$ cat config.mk
export PLATFORM = sky130hd
export DESIGN_NAME = slam_controller
export DESIGN_NICKNAME = d
export VERILOG_FILES = /design/src/rtl/slam_pkg.sv /design/src/rtl/slam_controller_ack_timer.sv /design/src/rtl/slam_controller.sv
export SDC_FILE = /design/constraint.sdc
export NUM_CORES = 1
export LEC_CHECK = 0
export BUFFER_PORTS_ARGS = -buffer_cell sky130_fd_sc_hd__buf_2
export CORE_ASPECT_RATIO = 1.75
export CORE_MARGIN = 2
export CORE_UTILIZATION = 57
export CTS_CLUSTER_DIAMETER = 150
export CTS_CLUSTER_SIZE = 40
export DETAILED_ROUTE_END_ITERATION = 8
export GPL_ROUTABILITY_DRIVEN = 1
export MAX_ROUTING_LAYER = met4
export PLACE_DENSITY = 0.8
export SETUP_SLACK_MARGIN = 0.05
export SLEW_MARGIN = 15
export SYNTH_ARGS = -nofsm -noshare
export SYNTH_HDL_FRONTEND = slang
export SYNTH_SLANG_ARGS = --single-unit
$ cat constraint.sdc
create_clock -name clock -period 2.1 [get_ports clock]
set_clock_uncertainty 0.05 [all_clocks]
set_input_delay 0.315 -clock clock [delete_from_list [all_inputs] [get_ports clock]]
set_output_delay 0.315 -clock clock [all_outputs]
set_load 0.005 [all_outputs]
$ cat src/rtl/slam_pkg.sv
// slam_pkg
// Shared definitions for the SLAM controller slice:
//   - ctrl_state_t : sequencer state encoding
//   - SCAN_ENTRIES : entries per scan (one position entry + measurements)
//   - NUM_SCANS    : scans stored in the scan memory
//   - ADDR_W       : scan address width covering every stored entry
//   - ack_timer_width() : timeout counter width for a given timeout
package slam_pkg;

    localparam int SCAN_ENTRIES = 721;
    localparam int NUM_SCANS    = 10;
    localparam int ADDR_W       = $clog2(SCAN_ENTRIES * NUM_SCANS + 1);

    typedef enum logic [3:0] {
        ST_IDLE       = 4'd0,
        ST_RESET_ADDR = 4'd1,
        ST_CLEAR      = 4'd2,
        ST_CLEAR_ACK  = 4'd3,
        ST_CLEAR_WAIT = 4'd4,
        ST_SETTLE     = 4'd5,
        ST_LOAD_POS   = 4'd6,
        ST_TRACE      = 4'd7,
        ST_TRACE_ACK  = 4'd8,
        ST_TRACE_WAIT = 4'd9,
        ST_ADVANCE    = 4'd10,
        ST_DISPLAY    = 4'd11,
        ST_DONE       = 4'd12,
        ST_ERROR      = 4'd13
    } ctrl_state_t;

    // At least 4 bits, wider if the timeout needs it.
    function automatic int ack_timer_width(input int timeout);
        int w;
        w = $clog2(timeout + 1);
        return (w > 4) ? w : 4;
    endfunction

endpackage

$ cat src/rtl/slam_controller_ack_timer.sv
// ack_timer
// Acknowledge timeout counter shared by the CLEAR_ACK and TRACE_ACK waits.
// Ports:
//   clk_i     : clock
//   rst_ni    : asynchronous active-low reset
//   load_i    : hold the counter at zero (asserted outside the ACK states,
//               so every ACK state starts from a fresh count)
//   count_i   : advance one step per cycle spent waiting
//   expired_o : this is the TIMEOUT-th waiting cycle; no further wait allowed
module ack_timer #(
    parameter int TIMEOUT = 15,
    parameter int WIDTH   = 4
) (
    input  logic clk_i,
    input  logic rst_ni,
    input  logic load_i,
    input  logic count_i,
    output logic expired_o
);

    localparam logic [WIDTH-1:0] LAST = WIDTH'(TIMEOUT - 1);

    logic [WIDTH-1:0] cnt_q;

    always_ff @(posedge clk_i or negedge rst_ni) begin
        if (!rst_ni) begin
            cnt_q <= '0;
        end else if (load_i) begin
            cnt_q <= '0;
        end else if (count_i && (cnt_q != LAST)) begin
            cnt_q <= cnt_q + 1'b1;
        end
    end

    assign expired_o = (cnt_q == LAST);

endmodule

$ cat src/rtl/slam_controller.sv
// slam_controller
// Top-level sequencer for the SLAM data flow. Clears the occupancy grid,
// walks each scan (position entry, then measurements through the line
// tracer), hands the grid indices to the display between scans and stops
// after the last scan.
// Ports:
//   clock, reset_n           : clock, asynchronous active-low reset
//   start                    : run request (level in IDLE, rising edge in DONE)
//   scan_done                : current scan address is a scan boundary
//   simulation_done          : all scans consumed
//   bresenham_busy           : line tracer running
//   occupancy_busy           : grid clear/update in progress
//   vga_busy                 : display reading the grid
//   address_reset            : pulse, restart scan address
//   address_enable           : pulse, increment scan address
//   position_enable          : pulse, latch sensor position
//   bresenham_start          : pulse, trace current measurement
//   zero_occupancy_grid      : pulse, clear grid
//   use_bresenham_indices    : 1 = tracer owns grid indices, 0 = display
//   running, finished, error : run status flags
//   points_processed         : measurements traced in the current run
module slam_controller
    import slam_pkg::*;
#(
    parameter int READ_LATENCY       = 1,
    parameter int ACK_TIMEOUT        = 15,
    parameter int DISPLAY_MIN_CYCLES = 4
) (
    input  logic        clock,
    input  logic        reset_n,
    input  logic        start,
    input  logic        scan_done,
    input  logic        simulation_done,
    input  logic        bresenham_busy,
    input  logic        occupancy_busy,
    input  logic        vga_busy,
    output logic        address_reset,
    output logic        address_enable,
    output logic        position_enable,
    output logic        bresenham_start,
    output logic        zero_occupancy_grid,
    output logic        use_bresenham_indices,
    output logic        running,
    output logic        finished,
    output logic        error,
    output logic [15:0] points_processed
);

    localparam int TMR_W = ack_timer_width(ACK_TIMEOUT);
    localparam int SET_W = (READ_LATENCY > 1) ? $clog2(READ_LATENCY) : 1;
    localparam int DSP_W = (DISPLAY_MIN_CYCLES > 1) ? $clog2(DISPLAY_MIN_CYCLES) : 1;

    localparam logic [SET_W-1:0] SET_LAST = SET_W'(READ_LATENCY - 1);
    localparam logic [DSP_W-1:0] DSP_LAST = DSP_W'(DISPLAY_MIN_CYCLES - 1);

    ctrl_state_t      state_q;
    ctrl_state_t      target_q;      // where SETTLE goes once data is valid
    logic [SET_W-1:0] settle_cnt_q;
    logic [DSP_W-1:0] disp_cnt_q;
    logic             start_prev_q;

    logic             address_reset_q;
    logic             address_enable_q;
    logic             position_enable_q;
    logic             bresenham_start_q;
    logic             zero_grid_q;
    logic             use_bres_q;
    logic             running_q;
    logic             finished_q;
    logic             error_q;
    logic [15:0]      points_q;

    logic             in_ack;
    logic             timer_expired;

    assign in_ack = (state_q == ST_CLEAR_ACK) || (state_q == ST_TRACE_ACK);

    ack_timer #(
        .TIMEOUT (ACK_TIMEOUT),
        .WIDTH   (TMR_W)
    ) u_ack_timer (
        .clk_i     (clock),
        .rst_ni    (reset_n),
        .load_i    (!in_ack),
        .count_i   (in_ack),
        .expired_o (timer_expired)
    );

    // Pulses are set on the transition into the state that owns them, so each
    // pulse is visible for exactly the one cycle the FSM spends there. The
    // exception is bresenham_start: it depends on scan_done sampled in TRACE,
    // so it shows up in the first TRACE_ACK cycle.
    always_ff @(posedge clock or negedge reset_n) begin
        if (!reset_n) begin
            state_q           <= ST_IDLE;
            target_q          <= ST_LOAD_POS;
            settle_cnt_q      <= '0;
            disp_cnt_q        <= '0;
            start_prev_q      <= 1'b0;
            address_reset_q   <= 1'b0;
            address_enable_q  <= 1'b0;
            position_enable_q <= 1'b0;
            bresenham_start_q <= 1'b0;
            zero_grid_q       <= 1'b0;
            use_bres_q        <= 1'b1;
            running_q         <= 1'b0;
            finished_q        <= 1'b0;
            error_q           <= 1'b0;
            points_q          <= '0;
        end else begin
            address_reset_q   <= 1'b0;
            address_enable_q  <= 1'b0;
            position_enable_q <= 1'b0;
            bresenham_start_q <= 1'b0;
            zero_grid_q       <= 1'b0;
            start_prev_q      <= start;

            unique case (state_q)
                ST_IDLE: begin
                    points_q <= '0;
                    if (start) begin
                        state_q         <= ST_RESET_ADDR;
                        address_reset_q <= 1'b1;
                        running_q       <= 1'b1;
                    end
                end

                ST_RESET_ADDR: begin
                    state_q     <= ST_CLEAR;
                    zero_grid_q <= 1'b1;
                end

                ST_CLEAR: begin
                    state_q <= ST_CLEAR_ACK;
                end

                ST_CLEAR_ACK: begin
                    if (occupancy_busy) begin
                        state_q <= ST_CLEAR_WAIT;
                    end else if (timer_expired) begin
                        state_q   <= ST_ERROR;
                        running_q <= 1'b0;
                        error_q   <= 1'b1;
                    end
                end

                ST_CLEAR_WAIT: begin
                    if (!occupancy_busy) begin
                        state_q      <= ST_SETTLE;
                        target_q     <= ST_LOAD_POS;
                        settle_cnt_q <= '0;
                    end
                end

                ST_SETTLE: begin
                    if (settle_cnt_q == SET_LAST) begin
                        state_q <= target_q;
                        if (target_q == ST_LOAD_POS) begin
                            position_enable_q <= 1'b1;
                            address_enable_q  <= 1'b1;
                        end
                    end else begin
                        settle_cnt_q <= settle_cnt_q + 1'b1;
                    end
                end

                ST_LOAD_POS: begin
                    state_q      <= ST_SETTLE;
                    target_q     <= ST_TRACE;
                    settle_cnt_q <= '0;
                end

                ST_TRACE: begin
                    // A boundary means the measurements of this scan are used
                    // up; no trace is started for the boundary entry.
                    if (scan_done) begin
                        state_q    <= ST_DISPLAY;
                        use_bres_q <= 1'b0;
                        disp_cnt_q <= '0;
                    end else begin
                        state_q           <= ST_TRACE_ACK;
                        bresenham_start_q <= 1'b1;
                    end
                end

                ST_TRACE_ACK: begin
                    if (bresenham_busy) begin
                        state_q <= ST_TRACE_WAIT;
                    end else if (timer_expired) begin
                        state_q   <= ST_ERROR;
                        running_q <= 1'b0;
                        error_q   <= 1'b1;
                    end
                end

                ST_TRACE_WAIT: begin
                    // The tracer's last grid write may still be in flight.
                    if (!bresenham_busy && !occupancy_busy) begin
                        state_q          <= ST_ADVANCE;
                        address_enable_q <= 1'b1;
                    end
                end

                ST_ADVANCE: begin
                    if (points_q != 16'hFFFF) begin
                        points_q <= points_q + 16'd1;
                    end
                    state_q      <= ST_SETTLE;
                    target_q     <= ST_TRACE;
                    settle_cnt_q <= '0;
                end

                ST_DISPLAY: begin
                    if (disp_cnt_q != DSP_LAST) begin
                        disp_cnt_q <= disp_cnt_q + 1'b1;
                    end else if (!vga_busy) begin
                        use_bres_q <= 1'b1;
                        if (simulation_done) begin
                            state_q    <= ST_DONE;
                            running_q  <= 1'b0;
                            finished_q <= 1'b1;
                        end else begin
                            // The boundary entry is the next scan's position.
                            state_q           <= ST_LOAD_POS;
                            position_enable_q <= 1'b1;
                            address_enable_q  <= 1'b1;
                        end
                    end
                end

                ST_DONE: begin
                    if (start && !start_prev_q) begin
                        state_q         <= ST_RESET_ADDR;
                        address_reset_q <= 1'b1;
                        finished_q      <= 1'b0;
                        running_q       <= 1'b1;
                        points_q        <= '0;
                    end
                end

                ST_ERROR: begin
                    state_q <= ST_ERROR;
                end

                default: begin
                    state_q    <= ST_IDLE;
                    use_bres_q <= 1'b1;
                    running_q  <= 1'b0;
                    finished_q <= 1'b0;
                    error_q    <= 1'b0;
                end
            endcase
        end
    end

    assign address_reset         = address_reset_q;
    assign address_enable        = address_enable_q;
    assign position_enable       = position_enable_q;
    assign bresenham_start       = bresenham_start_q;
    assign zero_occupancy_grid   = zero_grid_q;
    assign use_bresenham_indices = use_bres_q;
    assign running               = running_q;
    assign finished              = finished_q;
    assign error                 = error_q;
    assign points_processed      = points_q;

endmodule

==> impl_metrics.ini <==
[pwr]
cell_internal_pwr_mw = 1.84
total_power_mw = 3.08
swShare_pct = 40.2
combPwrFrac_pct = 51.0
clkPwrFrac_pct = 16.8
ir_drop_mv = 0.795
seqPwrFrac_pct = 32.3
p_leak_nw = 1.23
power_density_nw_per_um2 = 1190
p_sw_mw = 1.24

[critical_path]
critical_path.max_fanout = 11
arrival_ps = 2120
crit_required_ps = 2270
rr_worst_depth = 6
critPathKind = flop to flop
crit_start = start_prev_q$_DFF_PN0_
startpoint_type = flop
cp_slowest_cell = or4_1
reg2reg_from = start_prev_q$_DFF_PN0_
critPathCapture = points_processed[6]$_DFFE_PN0P_
setup.worst_path.end_class = flop
timing.rr.end = points_processed[6]$_DFFE_PN0P_
cp_cell_sequence = nand4b_1, a221oi_4, buf_6, o21ai_4, or4_1, o21ai_1
rrSetupSlack_ps = 150
cpPeakStageDelay_ps = 530

[grt]
grt_max_degree = 38
gr-total-overflow = 0
grt_pass1_wl_um = 8520
grt.total_usage_pct = 26.2
antenna_found_initial = 0
grt_pass1_vias = 1922

[die]
initial_utilization_pct = 58.6
die_h_um = 86.6
fp.dieArea_sq_um = 4430
core_area_sq_um = 3790
io_pins = 33
fp-row-count = 30
dieWidth_um = 51.2

[final_layout]
layout-drive-gt1-share_pct = 24.3
area_growth_pct = 16.7
final_area_sq_um = 2590
fin_nets = 299
fin_util_pct = 68.4
antennaDiodeCount = 0

[route]
drt_iter0_markers = 98
met3WireLength_um = 238
drc = 0
highest_layer = met4
wl_met2_um = 2840
avgRoutedWirePerCell_um = 15.4
wl_met1_um = 1970
vias_per_cell = 6.12
num_vias = 2056
ant_nets = 0
routed_wl_um = 5180
firstDrtPassIters = 5

[run_status]
outcome = complete, no violations

[synthesis]
ys_ff_latch = 37
synth_nets = 259
synthCells = 247
synth.area.top_cells = dfrtp_1 (41%), a21oi_1 (4.7%), nand2_1 (3.9%)
yosysUniqueCellTypes = 54
synth_edf_count = 0
yosysWarnings = 0
synth.avg_cell_area_sq_um = 9.00
syn_area_sq_um = 2220
ys_async_sr_fraction_pct = 100
synth_area_leader_cell = dfrtp_1
synth_flop_cell = dfrtp_1
seq_area_frac_synth_pct = 41.7
yosysTopAreaCellShare_pct = 40.5

[flow_run]
max-cap-violations = 0

[clocking]
cts_tree = built
root_buffer = clkbuf_8
cts_buffers = 5
cts.reportedPaths.clkPinSlew_ps = 70
cts.sinks = 37
cts.htree.levels = 2
cts.path.max_buffers = 2
clock_latency_ps = 290
hold_buffers = 0

[placed_design]
numPortBuffers = 32
place_area_sq_um = 2460
hpwl_um = 3740
dp_worst_setup_slack_ps = 51.0
place_congestion = 0.889

[timing]
tightestPinTransition_ps = 826
setup_slack_ps = 151
rsz0062_at_grt = false
min_period_ps = 1950
slew_viol_final = 0
fmax_ghz = 0.513
tns_ps = 0
setup_violations = 0
maxSlewHeadroom_pct = 44.9
period_share_pct = 92.8
finalHoldViolCount = 0

[hold_path]
min_path_type = primary input to async pin
==> per-layer routing <==
metal / vias up / GRT usage (%)
met4: 0 / 12.0
li1: 986 / -
met3: 12 / 4.14
met5: - / -
met1: 978 / 26.9
met2: 80 / 47.5
==> cell type report <==
class	instances	area, sq um
flip-flops and latches	37	930
clock buffers	8	90.1
inverters	5	18.8
repair buffers	48	284
fillers	322	1200
multi-input cells	190	1210
well taps	48	60.1
==> power groups by stage <==
stage	registers, mW	logic, mW	clock network, mW
after CTS	0.990	1.53	0.524
after detailed placement	1.00	1.48	0
after global routing	1.02	1.72	0.540
after floorplan	0.965	1.12	0
after global placement	0.994	1.46	0
final	0.994	1.57	0.517
==> synthesized netlist by cell type (4+ instances only) <==
master    instances
nor3_1            4
a21oi_1          21
nand3b_1          4
nor2_1           19
o21ai_1           4
buf_2             5
nand3_1           9
dfrtp_1          36
and3_1            9
inv_1             5
nand2b_1          4
nand2_1          23
o211ai_1          6
ha_1              4
clkbuf_1          6
o21ai_0          16
or4_1             4
==> critical path: cells and delay by family, from the launching register on <==
kind | cells | cell delay (ps)
buffers and inverters | 1 | 160
AND/OR/NAND/NOR | 2 | 770
flip-flops | 1 | 410
AO/OA/AOI/OAI | 3 | 500
==> flip-flops by register name, summed over array words and instances (netlist names) <==
signal                 flops
state_q                    4
finished                   1
disp_cnt_q                 2
bresenham_start            1
address_reset              1
position_enable            1
points_processed          16
u_ack_timer.cnt_q          4
zero_occupancy_grid        1
start_prev_q               1
running                    1
target_q                   1
error                      1
use_bresenham_indices      1
address_enable             1
==> worst min path at each step <==
stage          startpoint                         endpoint  slack [ps]  cells past startpoint
3_5_place_dp      reset_n  points_processed[2]$_DFFE_PN0P_         410                      1
6_report          reset_n                error$_DFFE_PN0P_          70                      1
3_3_place_gp      reset_n  points_processed[2]$_DFFE_PN0P_         410                      1
2_1_floorplan     reset_n         address_enable$_DFF_PN0_         -30                      0
5_1_grt           reset_n                error$_DFFE_PN0P_         150                      1
4_1_cts           reset_n           state_q[3]$_DFFE_PN0P_         100                      1
==> cell usage in the layout (no fill, tap or decap), types with 3 or more instances in the layout <==
cell type / instances
o211ai_1: 6
nand3b_1: 4
o21ai_0: 16
nor2b_1: 3
clkbuf_8: 6
and4_1: 3
nand2_1: 23
o32ai_1: 3
ha_1: 4
buf_2: 32
buf_4: 15
or2_2: 3
dfrtp_1: 34
a21o_1: 3
nor2_1: 19
o21ai_1: 4
nand2b_1: 4
a21oi_1: 21
nor3_1: 4
xor2_1: 3
or3_1: 3
and3_1: 9
nand3_1: 8
or4_1: 4
inv_1: 5
nand4_1: 3
a2bb2oi_1: 3
o22ai_1: 3
nor3b_1: 3
==> repair_timing <==
item / CTS / global route
buffers inserted: 1 / 2
pin swaps: 1 / 0
endpoints found under the setup margin: 1 / 9
resized for setup: 1 / 4
gates cloned: 0 / 0
endpoints found under the hold margin: 0 / 0
==> through the flow <==
stage               hold slack (ps)  cells
finish                         66.0    336
floorplan                     -30.6    247
detailed placement              414    325
global route                    152    336
CTS                             100    334
global placement                406    325
==> logic make-up after synthesis <==
family / Yosys count / share of synthesized area [%]
AND/OR/NAND/NOR: 103 / 25.7
AO/OA/AOI/OAI: 75 / 22.6
flip-flops: 37 / 41.7
buffers and inverters: 20 / 4.34
XOR/XNOR: 5 / 1.97
adder cells (fa/ha/maj): 4 / 2.25
multiplexers: 3 / 1.46
No activity file was read; power rests on OpenSTA's default activity.
